<file path="config.mk">
export PLATFORM = sky130hd
export DESIGN_NAME = pid_regfile
export DESIGN_NICKNAME = d
export VERILOG_FILES = /design/src/rtl/pid_regfile_pkg.sv /design/src/rtl/pid_regfile_ch.sv /design/src/rtl/pid_regfile.sv
export SDC_FILE = /design/constraint.sdc
export NUM_CORES = 2
export LEC_CHECK = 0
export CORE_MARGIN = 3
export CORE_UTILIZATION = 55
export DETAILED_ROUTE_END_ITERATION = 10
export HOLD_SLACK_MARGIN = 0.03
export PLACE_DENSITY = 0.79
export SLEW_MARGIN = 25
export SYNTH_ARGS = -nofsm -noshare
export SYNTH_HDL_FRONTEND = slang
export SYNTH_SLANG_ARGS = --single-unit
</file>
<file path="constraint.sdc">
create_clock -name clk_in -period 3.65 [get_ports clk_in]
set_clock_uncertainty 0.15 [all_clocks]
set_input_delay 0.73 -clock clk_in [delete_from_list [all_inputs] [get_ports clk_in]]
set_output_delay 0.73 -clock clk_in [all_outputs]
set_load 0.005 [all_outputs]
</file>
<file path="src/rtl/pid_regfile_pkg.sv">
// Shared register map for the multi-channel PID register bank: per-channel word offsets,
// STATUS bit positions and the CTRL commit bit.
package pid_regfile_pkg;

    localparam logic [3:0] OFF_P      = 4'd0;
    localparam logic [3:0] OFF_I      = 4'd1;
    localparam logic [3:0] OFF_D      = 4'd2;
    localparam logic [3:0] OFF_SP     = 4'd3;
    localparam logic [3:0] OFF_CTRL   = 4'd4;
    localparam logic [3:0] OFF_STATUS = 4'd12;
    localparam logic [3:0] OFF_S_I    = 4'd13;
    localparam logic [3:0] OFF_PID_O  = 4'd14;
    localparam logic [3:0] OFF_PWM_O  = 4'd15;

    localparam int N_SHADOW   = 4;
    localparam int N_RW_WORDS = 12;

    localparam int ST_PENDING      = 0;
    localparam int ST_STALE        = 1;
    localparam int ST_WR_ERR       = 2;
    localparam int CTRL_COMMIT_BIT = 0;

    function automatic logic is_ro_offset(input logic [3:0] off);
        return off >= OFF_STATUS;
    endfunction

endpackage

</file>
<file path="src/rtl/pid_regfile_ch.sv">
// One PID channel: shadow/active coefficients, scratch words, capture registers, status
// and (with PIDRF_STALE_EN) the sensor-staleness watchdog.
module pid_regfile_ch
    import pid_regfile_pkg::*;
#(
    parameter int DATA_W = 16
`ifdef PIDRF_STALE_EN
    ,
    parameter int STALE_MAX = 1000
`endif
) (
    input  logic              clk_in,
    input  logic              reset,
    input  logic              wr_en_i,
    input  logic [3:0]        wr_off_i,
    input  logic [DATA_W-1:0] wr_data_i,
    input  logic              commit_i,
    input  logic              err_set_i,
    input  logic              status_clr_i,
    input  logic              sens_data_rdy_i,
    input  logic [DATA_W-1:0] sens_data_i,
    input  logic [DATA_W-1:0] pid_o_i,
    input  logic [DATA_W-1:0] pwm_o_i,
    input  logic [3:0]        rd_off_i,
    output logic [DATA_W-1:0] rd_word_o,
    output logic [DATA_W-1:0] p_o,
    output logic [DATA_W-1:0] i_o,
    output logic [DATA_W-1:0] d_o,
    output logic [DATA_W-1:0] sp_o,
    output logic [DATA_W-1:0] s_o,
    output logic              stale_o
);

    logic [DATA_W-1:0] regs   [N_RW_WORDS];
    logic [DATA_W-1:0] active [N_SHADOW];
    logic [DATA_W-1:0] s_i_q;
    logic [DATA_W-1:0] pid_q;
    logic [DATA_W-1:0] pwm_q;
    logic [DATA_W-1:0] status;
    logic              pending;
    logic              wr_err_q;
    logic              stale;
    logic              commit_now;
    logic              reg_wr;
    logic              shadow_wr;

    assign commit_now = commit_i
                      || (wr_en_i && (wr_off_i == OFF_CTRL) && wr_data_i[CTRL_COMMIT_BIT]);
    assign reg_wr     = wr_en_i && (wr_off_i != OFF_CTRL) && !is_ro_offset(wr_off_i);
    assign shadow_wr  = wr_en_i && (wr_off_i <= OFF_SP);

    // Commit copies the shadow as it stood before this cycle's host write, so a
    // colliding write lands only in the shadow and leaves the channel pending.
    always_ff @(posedge clk_in) begin
        if (reset) begin
            for (int k = 0; k < N_RW_WORDS; k++) regs[k] <= '0;
            for (int k = 0; k < N_SHADOW; k++) active[k] <= '0;
            pending  <= 1'b0;
            wr_err_q <= 1'b0;
            s_i_q    <= '0;
            pid_q    <= '0;
            pwm_q    <= '0;
        end else begin
            if (commit_now) begin
                for (int k = 0; k < N_SHADOW; k++) active[k] <= regs[k];
            end
            if (reg_wr) regs[wr_off_i] <= wr_data_i;
            if (shadow_wr) pending <= 1'b1;
            else if (commit_now) pending <= 1'b0;
            if (err_set_i) wr_err_q <= 1'b1;
            else if (status_clr_i) wr_err_q <= 1'b0;
            if (sens_data_rdy_i) s_i_q <= sens_data_i;
            pid_q <= pid_o_i;
            pwm_q <= pwm_o_i;
        end
    end

`ifdef PIDRF_STALE_EN
    localparam int CNT_W = $clog2(STALE_MAX + 1);
    logic [CNT_W-1:0] stale_cnt;

    always_ff @(posedge clk_in) begin
        if (reset) stale_cnt <= '0;
        else if (sens_data_rdy_i) stale_cnt <= '0;
        else if (stale_cnt != CNT_W'(STALE_MAX)) stale_cnt <= stale_cnt + 1'b1;
    end

    assign stale = (stale_cnt == CNT_W'(STALE_MAX));
`else
    assign stale = 1'b0;
`endif

    always_comb begin
        status            = '0;
        status[ST_PENDING] = pending;
        status[ST_STALE]   = stale;
        status[ST_WR_ERR]  = wr_err_q;
    end

    always_comb begin
        rd_word_o = '0;
        case (rd_off_i)
            OFF_CTRL:   rd_word_o = '0;
            OFF_STATUS: rd_word_o = status;
            OFF_S_I:    rd_word_o = s_i_q;
            OFF_PID_O:  rd_word_o = pid_q;
            OFF_PWM_O:  rd_word_o = pwm_q;
            default:    rd_word_o = regs[rd_off_i];
        endcase
    end

    assign p_o     = active[OFF_P[1:0]];
    assign i_o     = active[OFF_I[1:0]];
    assign d_o     = active[OFF_D[1:0]];
    assign sp_o    = active[OFF_SP[1:0]];
    assign s_o     = s_i_q;
    assign stale_o = stale;

endmodule

</file>
<file path="src/rtl/pid_regfile.sv">
// N_CH-channel PID register bank: host address decode, write rejection and read mux.
// Define PIDRF_STALE_EN to build the per-channel sensor-staleness watchdogs.
module pid_regfile
    import pid_regfile_pkg::*;
#(
    parameter int N_CH      = 4,
    parameter int DATA_W    = 16,
    parameter int STALE_MAX = 1000,
    parameter int CH_W      = (N_CH > 1) ? $clog2(N_CH) : 1,
    parameter int ADDR_W    = CH_W + 4
) (
    input  logic                   clk_in,
    input  logic                   reset,
    input  logic                   wr_en_i,
    input  logic [ADDR_W-1:0]      wr_addr_i,
    input  logic [DATA_W-1:0]      wr_data_i,
    output logic                   wr_err_o,
    input  logic                   rd_en_i,
    input  logic [ADDR_W-1:0]      rd_addr_i,
    output logic [DATA_W-1:0]      rd_data_o,
    output logic                   rd_valid_o,
    input  logic [N_CH-1:0]        commit_i,
    input  logic [N_CH-1:0]        sens_data_rdy_i,
    input  logic [N_CH*DATA_W-1:0] sens_data_i,
    input  logic [N_CH*DATA_W-1:0] pid_o_i,
    input  logic [N_CH*DATA_W-1:0] pwm_o_i,
    output logic [N_CH*DATA_W-1:0] p_o,
    output logic [N_CH*DATA_W-1:0] i_o,
    output logic [N_CH*DATA_W-1:0] d_o,
    output logic [N_CH*DATA_W-1:0] sp_o,
    output logic [N_CH*DATA_W-1:0] s_o,
    output logic [N_CH-1:0]        stale_o
);

    if (N_CH < 1 || N_CH > 16 || STALE_MAX < 1) begin : g_bad_params
        $error("pid_regfile: N_CH must be 1..16 and STALE_MAX at least 1");
    end

    logic [CH_W-1:0]   wr_ch;
    logic [3:0]        wr_off;
    logic [CH_W-1:0]   rd_ch;
    logic [3:0]        rd_off;
    logic              wr_ch_ok;
    logic              wr_reject;
    logic              wr_legal;
    logic [DATA_W-1:0] rd_mux;
    logic [DATA_W-1:0] ch_rd_word [N_CH];

    assign wr_ch     = wr_addr_i[ADDR_W-1:4];
    assign wr_off    = wr_addr_i[3:0];
    assign rd_ch     = rd_addr_i[ADDR_W-1:4];
    assign rd_off    = rd_addr_i[3:0];
    assign wr_ch_ok  = {1'b0, wr_ch} < (CH_W + 1)'(N_CH);
    assign wr_reject = wr_en_i && (!wr_ch_ok || is_ro_offset(wr_off));
    assign wr_legal  = wr_en_i && !wr_reject;

    for (genvar c = 0; c < N_CH; c++) begin : g_ch
        logic ch_wr_hit;
        logic ch_rd_hit;

        assign ch_wr_hit = (wr_ch == CH_W'(c));
        assign ch_rd_hit = (rd_ch == CH_W'(c));

        pid_regfile_ch #(
            .DATA_W          (DATA_W)
`ifdef PIDRF_STALE_EN
            ,
            .STALE_MAX       (STALE_MAX)
`endif
        ) u_ch (
            .clk_in          (clk_in),
            .reset           (reset),
            .wr_en_i         (wr_legal && ch_wr_hit),
            .wr_off_i        (wr_off),
            .wr_data_i       (wr_data_i),
            .commit_i        (commit_i[c]),
            .err_set_i       (wr_reject && ch_wr_hit),
            .status_clr_i    (rd_en_i && ch_rd_hit && (rd_off == OFF_STATUS)),
            .sens_data_rdy_i (sens_data_rdy_i[c]),
            .sens_data_i     (sens_data_i[c*DATA_W +: DATA_W]),
            .pid_o_i         (pid_o_i[c*DATA_W +: DATA_W]),
            .pwm_o_i         (pwm_o_i[c*DATA_W +: DATA_W]),
            .rd_off_i        (rd_off),
            .rd_word_o       (ch_rd_word[c]),
            .p_o             (p_o[c*DATA_W +: DATA_W]),
            .i_o             (i_o[c*DATA_W +: DATA_W]),
            .d_o             (d_o[c*DATA_W +: DATA_W]),
            .sp_o            (sp_o[c*DATA_W +: DATA_W]),
            .s_o             (s_o[c*DATA_W +: DATA_W]),
            .stale_o         (stale_o[c])
        );
    end

    // Addresses beyond the last channel match no entry and read back as zero.
    always_comb begin
        rd_mux = '0;
        for (int c = 0; c < N_CH; c++) begin
            if (rd_ch == CH_W'(c)) rd_mux = ch_rd_word[c];
        end
    end

    always_ff @(posedge clk_in) begin
        if (reset) begin
            rd_data_o  <= '0;
            rd_valid_o <= 1'b0;
            wr_err_o   <= 1'b0;
        end else begin
            rd_valid_o <= rd_en_i;
            if (rd_en_i) rd_data_o <= rd_mux;
            wr_err_o   <= wr_reject;
        end
    end

endmodule
</file>
==> impl_metrics.tcl <==
set metrics [dict create \
    place_hpwl_um 113000 \
    fmax_mhz 323 \
    syn_avg_cell_area_um2 13.6 \
    numPortBuffers 569 \
    dieArea_mm2 0.0961 \
    area_growth_pct 22.6 \
    finalWeightedCongestion 0.959 \
    grt-busiest-layer "met2" \
    ys_top_cells_by_area "edfxtp_1, and2_1, dfxtp_1" \
    grt_pass1_wl_um 231000 \
    critPathKind "primary input to register" \
    synth-edff-count 960 \
    synth.distinct_cells 76 \
    min_period_ps 3090 \
    instances_no_fill 5649 \
    peakVddDrop_mv 0.350 \
    cts_buffers 116 \
    crit_buf_inv 2 \
    antenna_left 0 \
    p_per_area_mw_per_mm2 491 \
    synth_cells 3750 \
    use_met2_pct 55.6 \
    whs_ps 216 \
    worstHoldStart "reset" \
    grtUsageTotal_pct 33.3 \
    cts_tree "yes" \
    max_stage_delay_ps 670 \
    rows 110 \
    insertion_delay_ps 710 \
    ys_warn_count 0 \
    critPathTopFamily "simple AND/OR/NAND/NOR gates" \
    maxCapViolCount 0 \
    grt_overflow_total 0 \
    grt_start_max_net_pins 116 \
    core_area_mm2 0.0908 \
    ys_seq_area_share_pct 65.3 \
    critPathRequiredTime_ps 4110 \
    critPathLaunch "rd_addr_i[0]" \
    routed_wl_um 164000 \
    endpoint_kind "register" \
    synthArstFlopShare_pct 0 \
    drc 0 \
    rsz0062_at_grt "false" \
    ctsHoldBuffers 0 \
    initial_utilization_pct 55.9 \
    start_kind "primary input" \
    clock-root-buffer "clkbuf_16" \
    antenna_found_initial 15 \
    critPathArrivalTime_ps 3560 \
    slew_violations 0 \
    ys.flop_type "edfxtp_1" \
    via_count 34400 \
    cts_resized 0 \
    placed_cells 5424 \
    grt_pass1_vias 33600 \
    yosys_register_bits 1178 \
    setup_viol 0 \
    worst_slew_pin_slew_ps 1160 \
    drt_iter0_markers 4702 \
    hold_class "primary input to register" \
    finalHoldViolCount 0 \
    via_per_inst 6.08 \
    p_total_w 0.0306 \
    fin_crit_sh_pct 84.7 \
    synth_top_area_cell "edfxtp_1" \
    clk_pin_slew_ps 60 \
    die_w_um 310 \
    global_route.usage.met1_pct 40.1 \
    crit_slowest_cell "or3b_2" \
    cts.sinks 1178 \
    path_max_fanout 23 \
    cts_max_path_buffers 3 \
    final_layout_size_suffix_gt1_share_pct 13.1 \
    final_util_pct 68.6 \
    first_pass_iters 6 \
    synth_area_mm2 0.0508 \
    worstPathCellList "clkbuf_8 > buf_12 > or3b_2 > o22ai_1 > nor2_1 > a311oi_1 > a211oi_1 > nor4_1" \
    layout.nets 4598 \
    pre_cts_ws_ps -54.7 \
    die_y_um 310 \
    p_leak_nw 23.1 \
    postCtsSetupRepairBufs 0 \
    synth_top_area_share_pct 56.7 \
    timing.final.ws_setup_ps 557 \
    grtUsageMet3_pct 8.90 \
    slew_headroom_pct 22.8 \
    post_drt_wl_per_cell_um 29.0 \
    io_pins 574 \
    reg2reg_from "g_ch[0].u_ch.regs[0][4]$_SDFFCE_PN0P_" \
    run_status "finished clean" \
    cts_max_level 3 \
]
-- per-stage QoR --
stage	instance area (um^2)	TNS [ps]
global route	62300	0
finish	62300	0
floorplan	50800	0
detailed placement	58500	-1770
global placement	58500	-1840
CTS	62300	0
-- final cells by class --
cell class,count,area [um^2]
Clock inverter,57,602
Tap cell,1176,1470
Inverter,8,30.0
Sequential cell,1178,33200
Clock buffer,159,3170
Multi-Input combinational cell,2263,16200
Antenna cell,9,22.5
Timing Repair Buffer,799,7620
Fill cell,6109,28500
-- sequential cells by signal, indices dropped and copies added, names as in the netlist --
| name | cells |
|---|---|
| g_ch.u_ch.pwm_q | 64 |
| wr_err_o | 1 |
| g_ch.u_ch.regs | 704 |
| rd_data_o | 16 |
| g_ch.u_ch.wr_err_q | 4 |
| g_ch.u_ch.pid_q | 64 |
| g_ch.u_ch.s_o | 64 |
| g_ch.u_ch.pending | 4 |
| rd_valid_o | 1 |
| g_ch.u_ch.active | 256 |
-- cells by family (layout without fill, tap and decap cells) --
group                  after synthesis  after routing  share of synthesized area, %
muxes                              372            372                          9.22
and+or+nand+nor                   1435           1435                          16.4
AOI/OAI and AO/OA                  452            452                          6.10
buffers and inverters              312           1023                          2.95
other                                1             13                       0.00738
DFF                               1178           1178                          65.3
-- final timing paths --
kind	slack [ps]	to	cells past startpoint
setup reg to reg	1000	rd_data_o[4]$_SDFFE_PP0P_	6
hold reg to reg	370	rd_data_o[14]$_SDFFE_PP0P_	2
hold / removal	220	g_ch[2].u_ch.pending$_SDFFE_PP0P_	2
setup / recovery	560	rd_data_o[3]$_SDFFE_PP0P_	8
-- worst reg2reg max path: stages, from the launching register on --
cell	delay (ps)
edfxtp_1	440
mux4_2	510
a211oi_1	470
a311oi_1	210
buf_4	200
a2111oi_0	430
a2111oi_1	100
-- report_power, final --
group	total, W	switching (W)	internal, W
registers	0.0156	0.000355	0.0153
clock network	0.0119	0.00508	0.00679
logic	0.00310	0.00172	0.00139
-- synthesized netlist by cell type, types with 64 or more instances --
cell type    n
mux2i_1    227
nor2b_1    143
and2_1     965
nand2_1     72
dfxtp_1    218
o21ai_0     80
mux4_2      64
a21oi_1    101
nor2_1     173
mux2_2      77
edfxtp_1   960
clkbuf_1   211
-- metal layers --
| metal | routed length [um] | vias to the layer above |
|---|---|---|
| met1 | 55100 | 16900 |
| met3 | 20000 | 447 |
| met4 | 9160 | 14 |
| met2 | 79500 | 2240 |
| li1 | - | 14800 |
| met5 | 95 | - |
-- cells in the final DEF (no fill, tap or decap), types with 9 or more instances in the layout --
cell | Yosys | final
a221o_1 | 15 | 15
a221oi_1 | 40 | 40
a311oi_1 | 9 | 9
o2bb2ai_1 | 11 | 11
a31oi_1 | 9 | 9
clkdlybuf4s50_1 | 0 | 557
buf_2 | 35 | 9
mux2i_1 | 227 | 227
nand3_1 | 20 | 20
buf_4 | 36 | 211
bufinv_16 | 0 | 10
mux2_2 | 77 | 77
nor2_2 | 1 | 11
a2111oi_0 | 9 | 9
dfxtp_1 | 218 | 218
nand4_1 | 13 | 13
a22o_1 | 10 | 10
a21oi_1 | 101 | 101
nor2_1 | 173 | 163
a22oi_1 | 38 | 38
clkbuf_16 | 0 | 117
clkinv_2 | 0 | 19
o221ai_1 | 14 | 14
a211oi_1 | 17 | 17
diode_2 | 0 | 9
edfxtp_1 | 960 | 960
nor3_1 | 15 | 15
o21ai_1 | 2 | 46
buf_12 | 1 | 19
o211ai_1 | 13 | 13
o21ai_0 | 80 | 36
and2_1 | 965 | 965
clkinv_1 | 1 | 17
o22ai_1 | 37 | 37
nor2b_1 | 143 | 142
mux4_2 | 64 | 64
clkbuf_1 | 211 | 28
nand2_1 | 72 | 68
Power figures use the tool's default switching activity.
